==> src/rtl/qdec_bs_fetch.sv <==
// ---------------------------------------------------------------------------
// qdec_bs_fetch
//
// Reads a bitstream out of a word-addressed RAM (32-bit words) and delivers
// it to the CABAC decoder one byte at a time, most significant byte first.
// A 2-entry word FIFO decouples the RAM read pipeline from the byte output.
//
// Ports
//   clk                 in   1   sole clock, rising edge
//   rst                 in   1   asynchronous active-high reset
//   start               in   1   pulse to begin a fetch (only honoured in IDLE)
//   abort               in   1   synchronous cancel of the current fetch
//   base_addr           in  16   word address of first word (sampled on start)
//   byte_len            in  20   number of bytes to deliver (sampled on start)
//   mem_re              out  1   RAM word read request
//   mem_raddr           out 16   RAM word read address
//   mem_rdata           in  32   RAM read data, valid one cycle after mem_re
//   bitstreamFetch      out  8   byte to the decoder
//   bitstreamFetch_vld  out  1   byte valid
//   bitstreamFetch_rdy  in   1   decoder accepts the byte
//   busy                out  1   fetch in progress
//   done                out  1   one-cycle pulse after the final byte
//   dbg_state_o         out  2   current FSM state (IDLE=0, FETCH=1, DONE=2)
//
// Byte handshake: a byte transfers on every rising edge where
// bitstreamFetch_vld && bitstreamFetch_rdy && !abort. Once vld is raised,
// vld and bitstreamFetch hold their values until that transfer happens;
// only abort or rst may withdraw a byte that has been offered.
// ---------------------------------------------------------------------------
module qdec_bs_fetch (
    input  logic        clk,
    input  logic        rst,
    input  logic        start,
    input  logic        abort,
    input  logic [15:0] base_addr,
    input  logic [19:0] byte_len,
    output logic        mem_re,
    output logic [15:0] mem_raddr,
    input  logic [31:0] mem_rdata,
    output logic [7:0]  bitstreamFetch,
    output logic        bitstreamFetch_vld,
    input  logic        bitstreamFetch_rdy,
    output logic        busy,
    output logic        done,
    output logic [1:0]  dbg_state_o
);

    typedef enum logic [1:0] {
        S_IDLE  = 2'd0,
        S_FETCH = 2'd1,
        S_DONE  = 2'd2
    } state_t;

    // FSM and control registers
    state_t      state_q, state_d;
    logic        busy_q, busy_d;
    logic        done_q, done_d;
    logic        zero_len_q, zero_len_d;

    // Address / length bookkeeping
    logic [15:0] raddr_q, raddr_d;
    logic [18:0] words_rem_q, words_rem_d;
    logic [19:0] bytes_rem_q, bytes_rem_d;
    logic [1:0]  byte_idx_q, byte_idx_d;

    // Word FIFO
    logic [31:0] fifo_mem_q [2];
    logic        wr_ptr_q, wr_ptr_d;
    logic        rd_ptr_q, rd_ptr_d;
    logic [1:0]  count_q, count_d;
    logic        inflight_q, inflight_d;

    // Internal control
    logic        load;
    logic        flush;
    logic        push;
    logic        pop;
    logic        hs;
    logic        last_byte;
    logic [1:0]  fifo_level;
    logic [18:0] words_needed;
    logic [31:0] head_word;
    logic [7:0]  head_byte;

    // ceil(byte_len / 4), computed one bit wider so 20'hFFFFF does not wrap
    assign words_needed = 19'(({1'b0, byte_len} + 21'd3) >> 2);

    // Words already in the FIFO plus the one whose data is on mem_rdata now
    assign fifo_level = count_q + {1'b0, inflight_q};

    assign mem_re    = (state_q == S_FETCH) && (words_rem_q != '0) && (fifo_level < 2'd2);
    assign mem_raddr = raddr_q;

    assign bitstreamFetch_vld = (state_q == S_FETCH) && (count_q != 2'd0) && (bytes_rem_q != '0);

    assign head_word = fifo_mem_q[rd_ptr_q];

    always_comb begin : head_byte_sel
        head_byte = 8'h00;
        case (byte_idx_q)
            2'd0:    head_byte = head_word[31:24];
            2'd1:    head_byte = head_word[23:16];
            2'd2:    head_byte = head_word[15:8];
            default: head_byte = head_word[7:0];
        endcase
    end

    assign bitstreamFetch = bitstreamFetch_vld ? head_byte : 8'h00;

    // abort wins over a byte handshake in the same cycle
    assign hs        = bitstreamFetch_vld && bitstreamFetch_rdy && !abort;
    assign last_byte = (bytes_rem_q == 20'd1);
    // The head word retires after its 4th byte, or early if it holds the
    // final byte (the unused trailing bytes are simply dropped).
    assign pop       = hs && ((byte_idx_q == 2'd3) || last_byte);
    // Read data lands one cycle after mem_re; inflight_q is cleared on any
    // flush so stale data from an aborted fetch is never written.
    assign push      = inflight_q && (state_q == S_FETCH);

    assign busy        = busy_q;
    assign done        = done_q;
    assign dbg_state_o = state_q;

    // -----------------------------------------------------------------------
    // FSM next state
    // -----------------------------------------------------------------------
    always_comb begin : fsm_next
        state_d    = state_q;
        busy_d     = busy_q;
        done_d     = 1'b0;
        zero_len_d = zero_len_q;
        load       = 1'b0;
        flush      = 1'b0;

        if (abort) begin
            state_d    = S_IDLE;
            busy_d     = 1'b0;
            zero_len_d = 1'b0;
            flush      = 1'b1;
        end else begin
            case (state_q)
                S_IDLE: begin
                    if (start) begin
                        load   = 1'b1;
                        busy_d = 1'b1;
                        if (byte_len == '0) begin
                            state_d    = S_DONE;
                            zero_len_d = 1'b1;
                        end else begin
                            state_d = S_FETCH;
                        end
                    end
                end
                S_FETCH: begin
                    if (hs && last_byte) begin
                        state_d = S_DONE;
                        busy_d  = 1'b0;
                        done_d  = 1'b1;
                        flush   = 1'b1;
                    end
                end
                S_DONE: begin
                    // A normal fetch already pulsed done on entry. An empty
                    // fetch spends this cycle busy and pulses done on exit.
                    state_d    = S_IDLE;
                    zero_len_d = 1'b0;
                    if (zero_len_q) begin
                        busy_d = 1'b0;
                        done_d = 1'b1;
                    end
                end
                default: begin
                    state_d = S_IDLE;
                    busy_d  = 1'b0;
                end
            endcase
        end
    end

    // -----------------------------------------------------------------------
    // Datapath next state
    // -----------------------------------------------------------------------
    always_comb begin : datapath_next
        raddr_d     = raddr_q;
        words_rem_d = words_rem_q;
        bytes_rem_d = bytes_rem_q;
        byte_idx_d  = byte_idx_q;
        wr_ptr_d    = wr_ptr_q;
        rd_ptr_d    = rd_ptr_q;
        count_d     = count_q;
        inflight_d  = mem_re && !flush;

        if (flush) begin
            words_rem_d = '0;
            bytes_rem_d = '0;
            byte_idx_d  = '0;
            wr_ptr_d    = 1'b0;
            rd_ptr_d    = 1'b0;
            count_d     = '0;
        end else if (load) begin
            raddr_d     = base_addr;
            words_rem_d = words_needed;
            bytes_rem_d = byte_len;
            byte_idx_d  = '0;
        end else begin
            if (mem_re) begin
                raddr_d     = raddr_q + 16'd1;
                words_rem_d = words_rem_q - 19'd1;
            end
            if (push) begin
                wr_ptr_d = ~wr_ptr_q;
            end
            if (hs) begin
                bytes_rem_d = bytes_rem_q - 20'd1;
                byte_idx_d  = pop ? 2'd0 : (byte_idx_q + 2'd1);
            end
            if (pop) begin
                rd_ptr_d = ~rd_ptr_q;
            end
            case ({push, pop})
                2'b10:   count_d = count_q + 2'd1;
                2'b01:   count_d = count_q - 2'd1;
                default: count_d = count_q;
            endcase
        end
    end

    // -----------------------------------------------------------------------
    // Registers
    // -----------------------------------------------------------------------
    always_ff @(posedge clk or posedge rst) begin
        if (rst) begin
            state_q     <= S_IDLE;
            busy_q      <= 1'b0;
            done_q      <= 1'b0;
            zero_len_q  <= 1'b0;
            raddr_q     <= '0;
            words_rem_q <= '0;
            bytes_rem_q <= '0;
            byte_idx_q  <= '0;
            wr_ptr_q    <= 1'b0;
            rd_ptr_q    <= 1'b0;
            count_q     <= '0;
            inflight_q  <= 1'b0;
        end else begin
            state_q     <= state_d;
            busy_q      <= busy_d;
            done_q      <= done_d;
            zero_len_q  <= zero_len_d;
            raddr_q     <= raddr_d;
            words_rem_q <= words_rem_d;
            bytes_rem_q <= bytes_rem_d;
            byte_idx_q  <= byte_idx_d;
            wr_ptr_q    <= wr_ptr_d;
            rd_ptr_q    <= rd_ptr_d;
            count_q     <= count_d;
            inflight_q  <= inflight_d;
        end
    end

    always_ff @(posedge clk or posedge rst) begin
        if (rst) begin
            for (int i = 0; i < 2; i++) begin
                fifo_mem_q[i] <= '0;
            end
        end else if (push && !flush) begin
            fifo_mem_q[wr_ptr_q] <= mem_rdata;
        end
    end

endmodule
==> config.mk <==
export PLATFORM = sky130hd
export DESIGN_NAME = qdec_bs_fetch
export DESIGN_NICKNAME = d
export VERILOG_FILES = /design/src/rtl/qdec_bs_fetch.sv
export SDC_FILE = /design/constraint.sdc
export NUM_CORES = 1
export LEC_CHECK = 0
export CELL_PAD_IN_SITES_DETAIL_PLACEMENT = 2
export CELL_PAD_IN_SITES_GLOBAL_PLACEMENT = 2
export CORE_ASPECT_RATIO = 1.4
export CORE_UTILIZATION = 38
export DETAILED_ROUTE_END_ITERATION = 8
export PLACE_DENSITY = 0.85
export SLEW_MARGIN = 40
export SYNTH_ARGS = -nofsm -noshare
export SYNTH_HDL_FRONTEND = slang
export SYNTH_SLANG_ARGS = --single-unit
==> constraint.sdc <==
create_clock -name clk -period 8.2 [get_ports clk]
set_input_delay 0.82 -clock clk [delete_from_list [all_inputs] [get_ports clk]]
set_output_delay 0.82 -clock clk [all_outputs]
set_load 0.03 [all_outputs]
==> impl_results.md, run 1 <==
- Status: finished, final reports clean
- Register Area: 3280 sq um
- Combinational power share: 40.6%
- Number of max-cap violations: 0
- Hold Vio Cnt, Final: 0
- Die ar.: 20400 sq um
- Crit-path slowest cell: clkdlybuf4s50_1
- Dpl hpwl: 19400 um
- Share of the synthesized area in the top cell type: 43.5%
- Die Span X: 121 um
- Post-synthesis to final-layout area growth: 24.3%
- Maximum VDD drop: 143 uV
- Period utilization: 50.7%
- Drt first-iter violations: 387
- Yosys cell types: 72
- Clock power frac: 26.2%
- Placeable Area: 19300 sq um
- Max clock buf depth: 2
- Fin Setup TNS: 0 ns
- Clock slew at reported path FFs: 0.07 ns
- Vias per std cell: 6.13
- Die height: 169 um
- Antenna Nets Post-Route: 0
- CP required: 7.38 ns
- Routed Wire Length: 28700 um
- Post-Syn Instances: 786
- Clk_lat worst skew: 0.43 ns
- Worst path bufs/invs: 2
- Htree depth: 4
- Via count: 6931
- Yosys Warn Count: 0
- R2R depth: 8
- Setup-failing EPs final: 0
- Initial antenna violation count: 0
- Largest net degree at the start of global routing: 71
- Final clock skew: 0.00932 ns
- Starting density of the core: 39.1%
- RSZ-0062 raised after global routing: no
- Ys async rst share: 100%
- Power density cells: 338 nW/um^2
- Critical path type: flop to output port
- Synth area leader: dfrtp_1
- Slew Limit Fails: 0
- Cell Rows: 60
- Cell Area, Synth: 7540 sq um
- Critical path cell sequence: inv_1, ha_1, a222oi_1, mux4_2, nor2_1, clkdlybuf4s50_1
- CTS tree: done
- Least-Margin Pin Slew: 0.834 ns
- Drt drc: 0
- CTS buffer count: 17
- Min Tclk post-route: 4.15 ns
- IO Port Bufs: 102
- Clk root buf: clkbuf_16
- Dpl cells: 1098
- Multi-input gate area: 3930 sq um
- Layout cell share with drive strength beyond 1: 13.7%
- Post-route design area: 9370 sq um
- Dominant cells by area after synthesis: dfrtp_1 43%, mux2_2 7.9%, a21oi_1 4.6%, nand2_1 3.5%, o21ai_0 3.3%
- GRT Overall Usage: 29.3%
- Ports: 103
- Worst path depth: 6
- Internal Power: 1.83 mW
- Post-Place Cell Area: 8730 sq um
- Hold slack: 0.509 ns
- Vias in the first global route: 7880
- Post-CTS Hold Buffers: 0
- Post-layout net count: 953
- Syn Nets: 870
- Mean Syn Cell Area: 9.59 sq um
- Max Fclk: 241 MHz
- Seq pwr share: 33.2%
- Seq/Total Area, Yosys: 43.5%
- Family with the most delay on the worst path: buffers and inverters
- Post-synth EDFFs: 0
- Setup crit end kind: output port
- Pleak: 3.92 nW
- Commonest cells in the netlist: 131 x dfrtp_1, 71 x nand2_1, 70 x a21oi_1
- Post-Layout Cell Count: 1130
- Worst Path Max Fanout: 16
- Min-delay worst type: flop to flop
- WHS Path Cells: 1
- Predominant post-synthesis flop cell: dfrtp_1
- # Post-CTS Setup Buffers: 0
- Slew HR: 43.6%
- Total gr overflow: 0
- Synth Register Bits: 131
- CP max stage delay: 0.69 ns
- CTS sink count: 131
- Drt first pass iters: 6
- Ant. Diodes: 0
- WP data arrival: 3.33 ns
- Final setup margin: 4.05 ns
- GPL Wtd Cong: 0.855
- WL per Instance: 25.4 um
- Sw Share: 42.2%
- DP Worst Slack: 4.57 ns
- Fillers: 1985
- Resized cells post-CTS: 0
- Critical Path Start Type: flop
- Switching pwr: 1.34 mW
- Most common cell in the synthesized netlist: dfrtp_1
- First-pass GRT wire length: 45300 um
## routing by layer
layer / wire length (um) / vias to the layer above / global-route usage, %
li1: - / 3078 / -
met1: 10900 / 3574 / 31.6
met2: 15700 / 200 / 54.6
met3: 849 / 79 / 3.84
met4: 1260 / 0 / 15.9
met5: 0 / - / 0
## layout make-up
class                           count  area share (%)
Clock buffer                       17            4.54
Clock inverter                     15            2.08
Inverter                           35            1.48
Multi-Input combinational cell    573            41.9
Sequential cell                   131            35.0
Tap cell                          248            3.31
Timing Repair Buffer              111            11.7
## per-stage QoR
stage                     utilization [%]  total power, mW
after global placement               45.2             2.20
final                                48.5             3.17
after floorplan                         -             1.86
after global routing                 48.5             3.33
after CTS                            48.5             3.18
after detailed placement             45.3             2.31
## power groups by stage
stage | sequential [mW] | combinational, mW | clock, mW
CTS | 1.05 | 1.29 | 0.840
global placement | 1.02 | 1.18 | 0
global route | 1.07 | 1.39 | 0.857
detailed placement | 1.05 | 1.26 | 0
finish | 1.05 | 1.29 | 0.829
floorplan | 1.07 | 0.790 | 0
## registers in the layout, summed over array words and instances (netlist names)
| register | flops |
|---|---|
| fifo_mem_q | 64 |
| bytes_rem_q | 20 |
| words_rem_q | 19 |
| mem_raddr | 16 |
| byte_idx_q | 2 |
| count_q | 2 |
| dbg_state_o | 2 |
| busy | 1 |
| done | 1 |
| inflight_q | 1 |
| rd_ptr_q | 1 |
| wr_ptr_q | 1 |
| zero_len_q | 1 |
## layout by cell type (no fill, tap or decap), types with 12 or more instances in the layout
master	instances
a222oi_1	16
xor2_1	12
nand3_1	27
inv_1	33
mux2_2	53
clkdlybuf4s50_1	102
nor3_1	21
xnor2_1	13
nor2_1	61
nand2_1	71
o21ai_0	49
a21oi_1	69
nor4_1	14
clkbuf_16	17
dfrtp_1	131
## path summary, 6_finish.rpt
check,slack (ns),endpoint,start
worst max-delay path,4.05,bitstreamFetch[0],byte_idx_q[0]$_DFFE_PP0P_
min in group asynchronous,0.82,mem_raddr[6]$_DFFE_PP0P_,rst
max in group asynchronous,6.22,words_rem_q[7]$_DFFE_PP0P_,rst
worst max register to register,4.82,fifo_mem_q[51]$_DFFE_PP0P_,bytes_rem_q[1]$_DFFE_PP0P_
worst min-delay path,0.51,fifo_mem_q[23]$_DFFE_PP0P_,fifo_mem_q[23]$_DFFE_PP0P_
worst min register to register,0.51,fifo_mem_q[23]$_DFFE_PP0P_,fifo_mem_q[23]$_DFFE_PP0P_
## kinds of logic after synthesis
| logic type | after synthesis | synth area share, % |
|---|---|---|
| AOI/OAI and AO/OA | 225 | 19.6 |
| xor gates and xnor gates | 25 | 2.91 |
| adders and majority gates | 11 | 1.83 |
| buffers and inverters | 82 | 4.78 |
| DFF | 131 | 43.5 |
| muxes | 66 | 11.0 |
| and+or+nand+nor | 246 | 16.4 |
No activity file was read; power rests on OpenSTA's default activity.
==> run 2: changes to the inputs <==
--- a/config.mk
+++ b/config.mk
@@ -8,9 +8,9 @@
 export CELL_PAD_IN_SITES_DETAIL_PLACEMENT = 2
 export CELL_PAD_IN_SITES_GLOBAL_PLACEMENT = 2
 export CORE_ASPECT_RATIO = 1.4
-export CORE_UTILIZATION = 38
+export CORE_UTILIZATION = 31
 export DETAILED_ROUTE_END_ITERATION = 8
-export PLACE_DENSITY = 0.85
+export PLACE_DENSITY = 0.74
 export SLEW_MARGIN = 40
 export SYNTH_ARGS = -nofsm -noshare
 export SYNTH_HDL_FRONTEND = slang
==> constraint.sdc (replaced) <==
create_clock -name clk -period 3.55 [get_ports clk]
set_input_delay 0.355 -clock clk [delete_from_list [all_inputs] [get_ports clk]]
set_output_delay 0.355 -clock clk [all_outputs]
set_load 0.03 [all_outputs]
==> impl_results.md, run 2 (synthesized netlist as in run 1, its figures left out) <==
- GRT Overall Usage: 21.7% (was 29.3%)
- GPL Wtd Cong: 0.773 (was 0.855)
- Drt drc: 0 (unchanged)
- Slew Limit Fails: 0 (unchanged)
- Post-Place Cell Area: 8970 sq um (was 8730 sq um)
- Layout cell share with drive strength beyond 1: 15.5% (was 13.7%)
- Worst Path Max Fanout: 15 (was 16)
- Internal Power: 4.34 mW (was 1.83 mW)
- Least-Margin Pin Slew: 0.746 ns (was 0.834 ns)
- Fin Setup TNS: 0 ns (unchanged)
- Vias in the first global route: 7562 (was 7880)
- Starting density of the core: 31.5% (was 39.1%)
- Largest net degree at the start of global routing: 65 (was 71)
- Hold Vio Cnt, Final: 0 (unchanged)
- Slew HR: 49.8% (was 43.6%)
- Worst r2r src: bytes_rem_q[16]$_DFFE_PP0P_ (was bytes_rem_q[1]$_DFFE_PP0P_)
- First-pass GRT wire length: 41700 um (was 45300 um)
- Total gr overflow: 0 (unchanged)
- Clock slew at reported path FFs: 0.07 ns (about the same)
- Routed Wire Length: 25800 um (was 28700 um)
- Fillers: 2604 (was 1985)
- Largest register by flop count: fifo_mem_q (unchanged)
- Critical Path Start Type: flop (unchanged)
- Min-delay worst type: input pin to asynchronous set/reset pin (was flop to flop)
- Antenna Nets Post-Route: 0 (unchanged)
- Regs by FF count: fifo_mem_q (64), bytes_rem_q (20), words_rem_q (19) (unchanged)
- Final clock skew: 0.0121 ns (was 0.00932 ns)
- Vias per std cell: 5.57 (was 6.13)
- Die Span X: 134 um (was 121 um)
- Post-layout util: 40.2% (was 48.5%)
- Drt first pass iters: 5 (was 6)
- Ant. Diodes: 0 (unchanged)
- WL per Instance: 21.4 um (was 25.4 um)
- Die height: 186 um (was 169 um)
- Dpl hpwl: 18200 um (was 19400 um)
- RSZ-0062 raised after global routing: no (unchanged)
- R2R depth: 8 (unchanged)
- Maximum VDD drop: 345 uV (was 143 uV)
- Power density cells: 759 nW/um^2 (was 338 nW/um^2)
- Placeable Area: 23900 sq um (was 19300 sq um)
- Min Tclk post-route: 3.31 ns
- Max clock buf depth: 2 (unchanged)
- Clk_lat worst skew: 0.43 ns (about the same)
- Pleak: 4.00 nW (was 3.92 nW)
- Ports: 103 (unchanged)
- WP data arrival: 2.95 ns (was 3.33 ns)
- R2R Path End: count_q[1]$_DFFE_PP0P_ (was fifo_mem_q[51]$_DFFE_PP0P_)
- Post-route design area: 9610 sq um (was 9370 sq um)
- CTS tree: done (unchanged)
- CTS buffer count: 17 (unchanged)
- Setup-failing EPs final: 0 (unchanged)
- IO Port Bufs: 102 (unchanged)
- Clk root buf: clkbuf_16 (unchanged)
- Most frequent cells in the layout: 131 x dfrtp_1, 102 x clkdlybuf4s50_1, 71 x nand2_1, 69 x a21oi_1, 61 x nor2_1 (unchanged)
- CTS sink count: 131 (unchanged)
- Htree depth: 4 (unchanged)
- Clock power frac: 26.2% (about the same)
- Post-synthesis to final-layout area growth: 27.5% (was 24.3%)
- Combinational power share: 41.1% (was 40.6%)
- Seq pwr share: 32.7% (was 33.2%)
- Most common cell after layout, fill and taps aside: dfrtp_1 (unchanged)
- Setup crit end kind: output port (unchanged)
- Max Fclk: 302 MHz
- CP required: 3.19 ns (was 7.38 ns)
- Number of max-cap violations: 0 (unchanged)
- Sw Share: 40.5% (was 42.2%)
- Initial antenna violation count: 0 (unchanged)
- Via count: 6740 (was 6931)
- Post-layout net count: 970 (was 953)
- Number of flip-flops in the largest register: 64 (unchanged)
- R2R Setup Slk: 0.61 ns (was 4.82 ns)
- Period utilization: 93.2%
- Drt first-iter violations: 239 (was 387)
- Critical path type: flop to output port (unchanged)
- Die ar.: 24900 sq um (was 20400 sq um)
- Switching pwr: 2.95 mW (was 1.34 mW)
- Cell Rows: 67 (was 60)
- Status: finished, final reports clean (unchanged)
## run 2: routing by layer
layer,wire (um),part of all wire [%],global-route usage [%],vias to the layer above
met5,0,0,0,-
met4,724,2.8,8.65,0
met3,756,2.9,3.42,36
met2,14300,55,40.8,133
met1,10000,39,23.9,3463
li1,-,-,-,3108
## run 2: final cells by class
class	instances	area [sq um]	area share [%]
Inverter	35	138	1.43
Multi-Input combinational cell	573	3930	40.9
Timing Repair Buffer	128	1250	13.0
Sequential cell	131	3280	34.1
Clock inverter	14	188	1.95
Tap cell	310	388	4.04
Clock buffer	18	439	4.57
## run 2: worst max path at each step
| stage | from | end | depth (start not counted) |
|---|---|---|---|
| finish | words_rem_q[11]$_DFFE_PP0P_ | mem_re | 5 |
| global route | bytes_rem_q[0]$_DFFE_PP0P_ | bitstreamFetch[4] | 9 |
| CTS | byte_idx_q[0]$_DFFE_PP0P_ | bitstreamFetch[6] | 6 |
| detailed placement | byte_idx_q[0]$_DFFE_PP0P_ | bitstreamFetch[4] | 6 |
| global placement | byte_idx_q[0]$_DFFE_PP0P_ | bitstreamFetch[4] | 6 |
| floorplan | dbg_state_o[1]$_DFFE_PP0P_ | fifo_mem_q[43]$_DFFE_PP0P_ | 9 |
## run 2: timing repair
action	4_1_cts	5_1_grt
setup endpoints to repair	2	7
endpoints found under the hold margin	0	0
resized for setup	1	2
hold buffers	0	0
setup buffers	0	0
## run 2: per-stage QoR
stage,hold slack [ns],setup WS [ns],total power [mW],std cells
5_1_grt,0.427,0.0302,7.75,1209
3_5_place_dp,0.497,0.527,5.38,1177
2_1_floorplan,0.463,1.07,4.30,786
4_1_cts,0.414,0.0252,7.37,1209
3_3_place_gp,0.487,0.625,5.29,1177
6_report,0.390,0.240,7.29,1209
## run 2: worst max-delay path: stages (launching register included)
cell,delay (ns)
dfrtp_1,0.41
or4_4,0.60
nor4_4,0.31
a21o_1,0.39
inv_4,0.17
clkdlybuf4s50_1,0.63
## run 2: power groups by stage
stage	Sequential (mW)	Combinational (mW)	Clock (mW)
after floorplan	2.47	1.82	0
after global placement	2.39	2.90	0
after detailed placement	2.40	2.98	0
after CTS	2.39	3.03	1.95
after global routing	2.45	3.29	2.00
final	2.38	3.00	1.91
==> run 3: changes to the inputs <==
--- a/config.mk
+++ b/config.mk
@@ -8,9 +8,9 @@
 export CELL_PAD_IN_SITES_DETAIL_PLACEMENT = 2
 export CELL_PAD_IN_SITES_GLOBAL_PLACEMENT = 2
 export CORE_ASPECT_RATIO = 1.4
-export CORE_UTILIZATION = 31
+export CORE_UTILIZATION = 30
 export DETAILED_ROUTE_END_ITERATION = 8
-export PLACE_DENSITY = 0.74
+export PLACE_DENSITY = 0.72
 export SLEW_MARGIN = 40
 export SYNTH_ARGS = -nofsm -noshare
 export SYNTH_HDL_FRONTEND = slang
==> impl_results.md, run 3 (synthesized netlist as in run 1, its figures left out) <==
- Status: finished, final reports clean (unchanged)
- Layout cell share with drive strength beyond 1: 15.1% (was 15.5%)
- Critical path type: flop to output port (unchanged)
- Slew Limit Fails: 0 (unchanged)
- Dpl hpwl: 18100 um (was 18200 um)
- Placeable Area: 24700 sq um (was 23900 sq um)
- RSZ-0062 raised after global routing: no (unchanged)
- Vias per std cell: 5.59 (was 5.57)
- Post-layout net count: 965 (was 970)
- Htree depth: 4 (unchanged)
- Least-Margin Pin Slew: 0.853 ns (was 0.746 ns)
- CP required: 3.19 ns (about the same)
- CTS buffer count: 17 (unchanged)
- Cell Rows: 68 (was 67)
- Max Fclk: 301 MHz (was 302 MHz)
- Ports: 103 (unchanged)
- Post-layout util: 38.7% (was 40.2%)
- Min-delay worst type: input pin to asynchronous set/reset pin (unchanged)
- Critical Path Start Type: flop (unchanged)
- Maximum VDD drop: 509 uV (was 345 uV)
- Starting density of the core: 30.5% (was 31.5%)
- Post-CTS Hold Buffers: 0 (unchanged)
- Most common cell after layout, fill and taps aside: dfrtp_1 (unchanged)
- GPL Wtd Cong: 0.783 (was 0.773)
- Die ar.: 25800 sq um (was 24900 sq um)
- Initial antenna violation count: 0 (unchanged)
- Post-synthesis to final-layout area growth: 26.8% (was 27.5%)
- Clock slew at reported path FFs: 0.06 ns (was 0.07 ns)
- Clk root buf: clkbuf_16 (unchanged)
- CTS tree: done (unchanged)
- Max clock buf depth: 2 (unchanged)
- IO Port Bufs: 102 (unchanged)
- Internal Power: 4.29 mW (was 4.34 mW)
- Hold Vio Cnt, Final: 0 (unchanged)
- CTS sink count: 131 (unchanged)
- Power density cells: 757 nW/um^2 (was 759 nW/um^2)
- Regs by FF count: fifo_mem_q (64), bytes_rem_q (20), words_rem_q (19) (unchanged)
- Drt first-iter violations: 215 (was 239)
- Clock power frac: 26.3% (was 26.2%)
- Drt drc: 0 (unchanged)
- Die Span X: 136 um (was 134 um)
- Number of max-cap violations: 0 (unchanged)
- Combinational power share: 40.7% (was 41.1%)
- Die height: 190 um (was 186 um)
- Fillers: 2704 (was 2604)
- Setup crit end kind: output port (unchanged)
- Crit-path slowest cell: clkdlybuf4s50_1 (unchanged)
- WL per Instance: 21.5 um (was 21.4 um)
- Final clock skew: 0.0115 ns (was 0.0121 ns)
- Period utilization: 93.5% (was 93.2%)
- Clk_lat worst skew: 0.44 ns (was 0.43 ns)
- Drt first pass iters: 8 (was 5)
- Via count: 6755 (was 6740)
- CP max stage delay: 0.71 ns (was 0.63 ns)
- Number of flip-flops in the largest register: 64 (unchanged)
- Setup-failing EPs final: 0 (unchanged)
- GRT Overall Usage: 21.2% (was 21.7%)
- Largest register by flop count: fifo_mem_q (unchanged)
- Critical path cell sequence: inv_1, ha_2, a222oi_1, mux4_2, nor2_1, clkdlybuf4s50_1 (was or4_4, nor4_4, a21o_1, inv_4, clkdlybuf4s50_1)
- Antenna Nets Post-Route: 0 (unchanged)
- Switching pwr: 2.95 mW (about the same)
- Slew HR: 42.5% (was 49.8%)
- Largest net degree at the start of global routing: 132 (was 65)
- Ant. Diodes: 0 (unchanged)
- Fin Setup TNS: 0 ns (unchanged)
- Routed Wire Length: 26000 um (was 25800 um)
- Most frequent cells in the layout: 131 x dfrtp_1, 102 x clkdlybuf4s50_1, 71 x nand2_1, 69 x a21oi_1, 61 x nor2_1 (unchanged)
- Total gr overflow: 0 (unchanged)
- WP data arrival: 2.96 ns (was 2.95 ns)
- Worst Path Max Fanout: 16 (was 15)
- Min Tclk post-route: 3.32 ns (was 3.31 ns)
- Sw Share: 40.7% (was 40.5%)
- First-pass GRT wire length: 41400 um (was 41700 um)
- Pleak: 3.97 nW (was 4.00 nW)
- Vias in the first global route: 7511 (was 7562)
- Seq pwr share: 33.0% (was 32.7%)
==> run 3: cell count changes in the layout (fill, tap and decap cells not counted) <==
| cell | delta |
|---|---|
| a21oi_2 | +1 |
| buf_4 | -5 |
| ha_1 | -1 |
| a31o_4 | -1 |
| a21oi_4 | -1 |
| clkinv_2 | +1 |
| a31o_2 | +1 |
| clkbuf_8 | -1 |
| ha_2 | +1 |
==> run 3: per-layer routing <==
layer	vias to the layer above	track usage, %	wire length [um]
met2	133	40.9	14500
met3	35	3.62	732
met1	3482	22.7	10300
met5	-	0	0
met4	0	7.48	541
li1	3105	-	-
==> run 3: area by class of cell <==
| class | instances | area, sq um | area share, % |
|---|---|---|---|
| clock buffers | 17 | 425 | 4.45 |
| clock inverters | 15 | 193 | 2.02 |
| inverters | 35 | 138 | 1.44 |
| multi-input cells | 573 | 3910 | 40.9 |
| flip-flops and latches | 131 | 3280 | 34.3 |
| well taps | 315 | 394 | 4.12 |
| repair buffers | 123 | 1220 | 12.7 |
==> run 3: final timing paths <==
kind	from	to	slack, ns	cells after the start
worst max-delay path	byte_idx_q[0]$_DFFE_PP0P_	bitstreamFetch[5]	0.23	6
worst min-delay path	rst	bytes_rem_q[5]$_DFFE_PP0P_	0.43	3
worst max register to register	bytes_rem_q[1]$_DFFE_PP0P_	fifo_mem_q[13]$_DFFE_PP0P_	0.73	9
worst min register to register	fifo_mem_q[3]$_DFFE_PP0P_	fifo_mem_q[3]$_DFFE_PP0P_	0.51	1
max in group asynchronous	rst	words_rem_q[2]$_DFFE_PP0P_	2.46	3
min in group clk	base_addr[1]	mem_raddr[1]$_DFFE_PP0P_	0.50	3
==> run 3: critical path: cells and delay by family, from the launching register on <==
family	cells	cell delay, ns
flip-flops	1	0.42
multiplexers	1	0.48
AO/OA/AOI/OAI	1	0.18
buffers and inverters	2	0.83
AND/OR/NAND/NOR	1	0.18
adder cells (fa/ha/maj)	1	0.42
==> run 3: power groups by stage <==
stage / Sequential (mW) / Combinational (mW) / Clock (mW)
3_5_place_dp: 2.40 / 2.95 / 0
6_report: 2.39 / 2.95 / 1.90
3_3_place_gp: 2.38 / 2.88 / 0
4_1_cts: 2.39 / 2.98 / 1.95
2_1_floorplan: 2.47 / 1.82 / 0
5_1_grt: 2.44 / 3.24 / 2.01
==> run 3: metrics by stage <==
step | cell area (sq um) | hold WS [ns] | power (mW) | cells | setup slack (ns)
3_5_place_dp | 8930 | 0.498 | 5.36 | 1177 | 0.544
4_1_cts | 9560 | 0.481 | 7.32 | 1209 | 0.194
6_report | 9560 | 0.430 | 7.24 | 1209 | 0.232
2_1_floorplan | 7540 | 0.463 | 4.30 | 786 | 1.07
3_3_place_gp | 8930 | 0.491 | 5.27 | 1177 | 0.628
5_1_grt | 9560 | 0.517 | 7.70 | 1209 | 0.0873
==> run 3: timing repair <==
action                     in CTS  in global routing
setup buffers                   0                  0
setup endpoints to repair       3                  0
resized for setup               3                  0
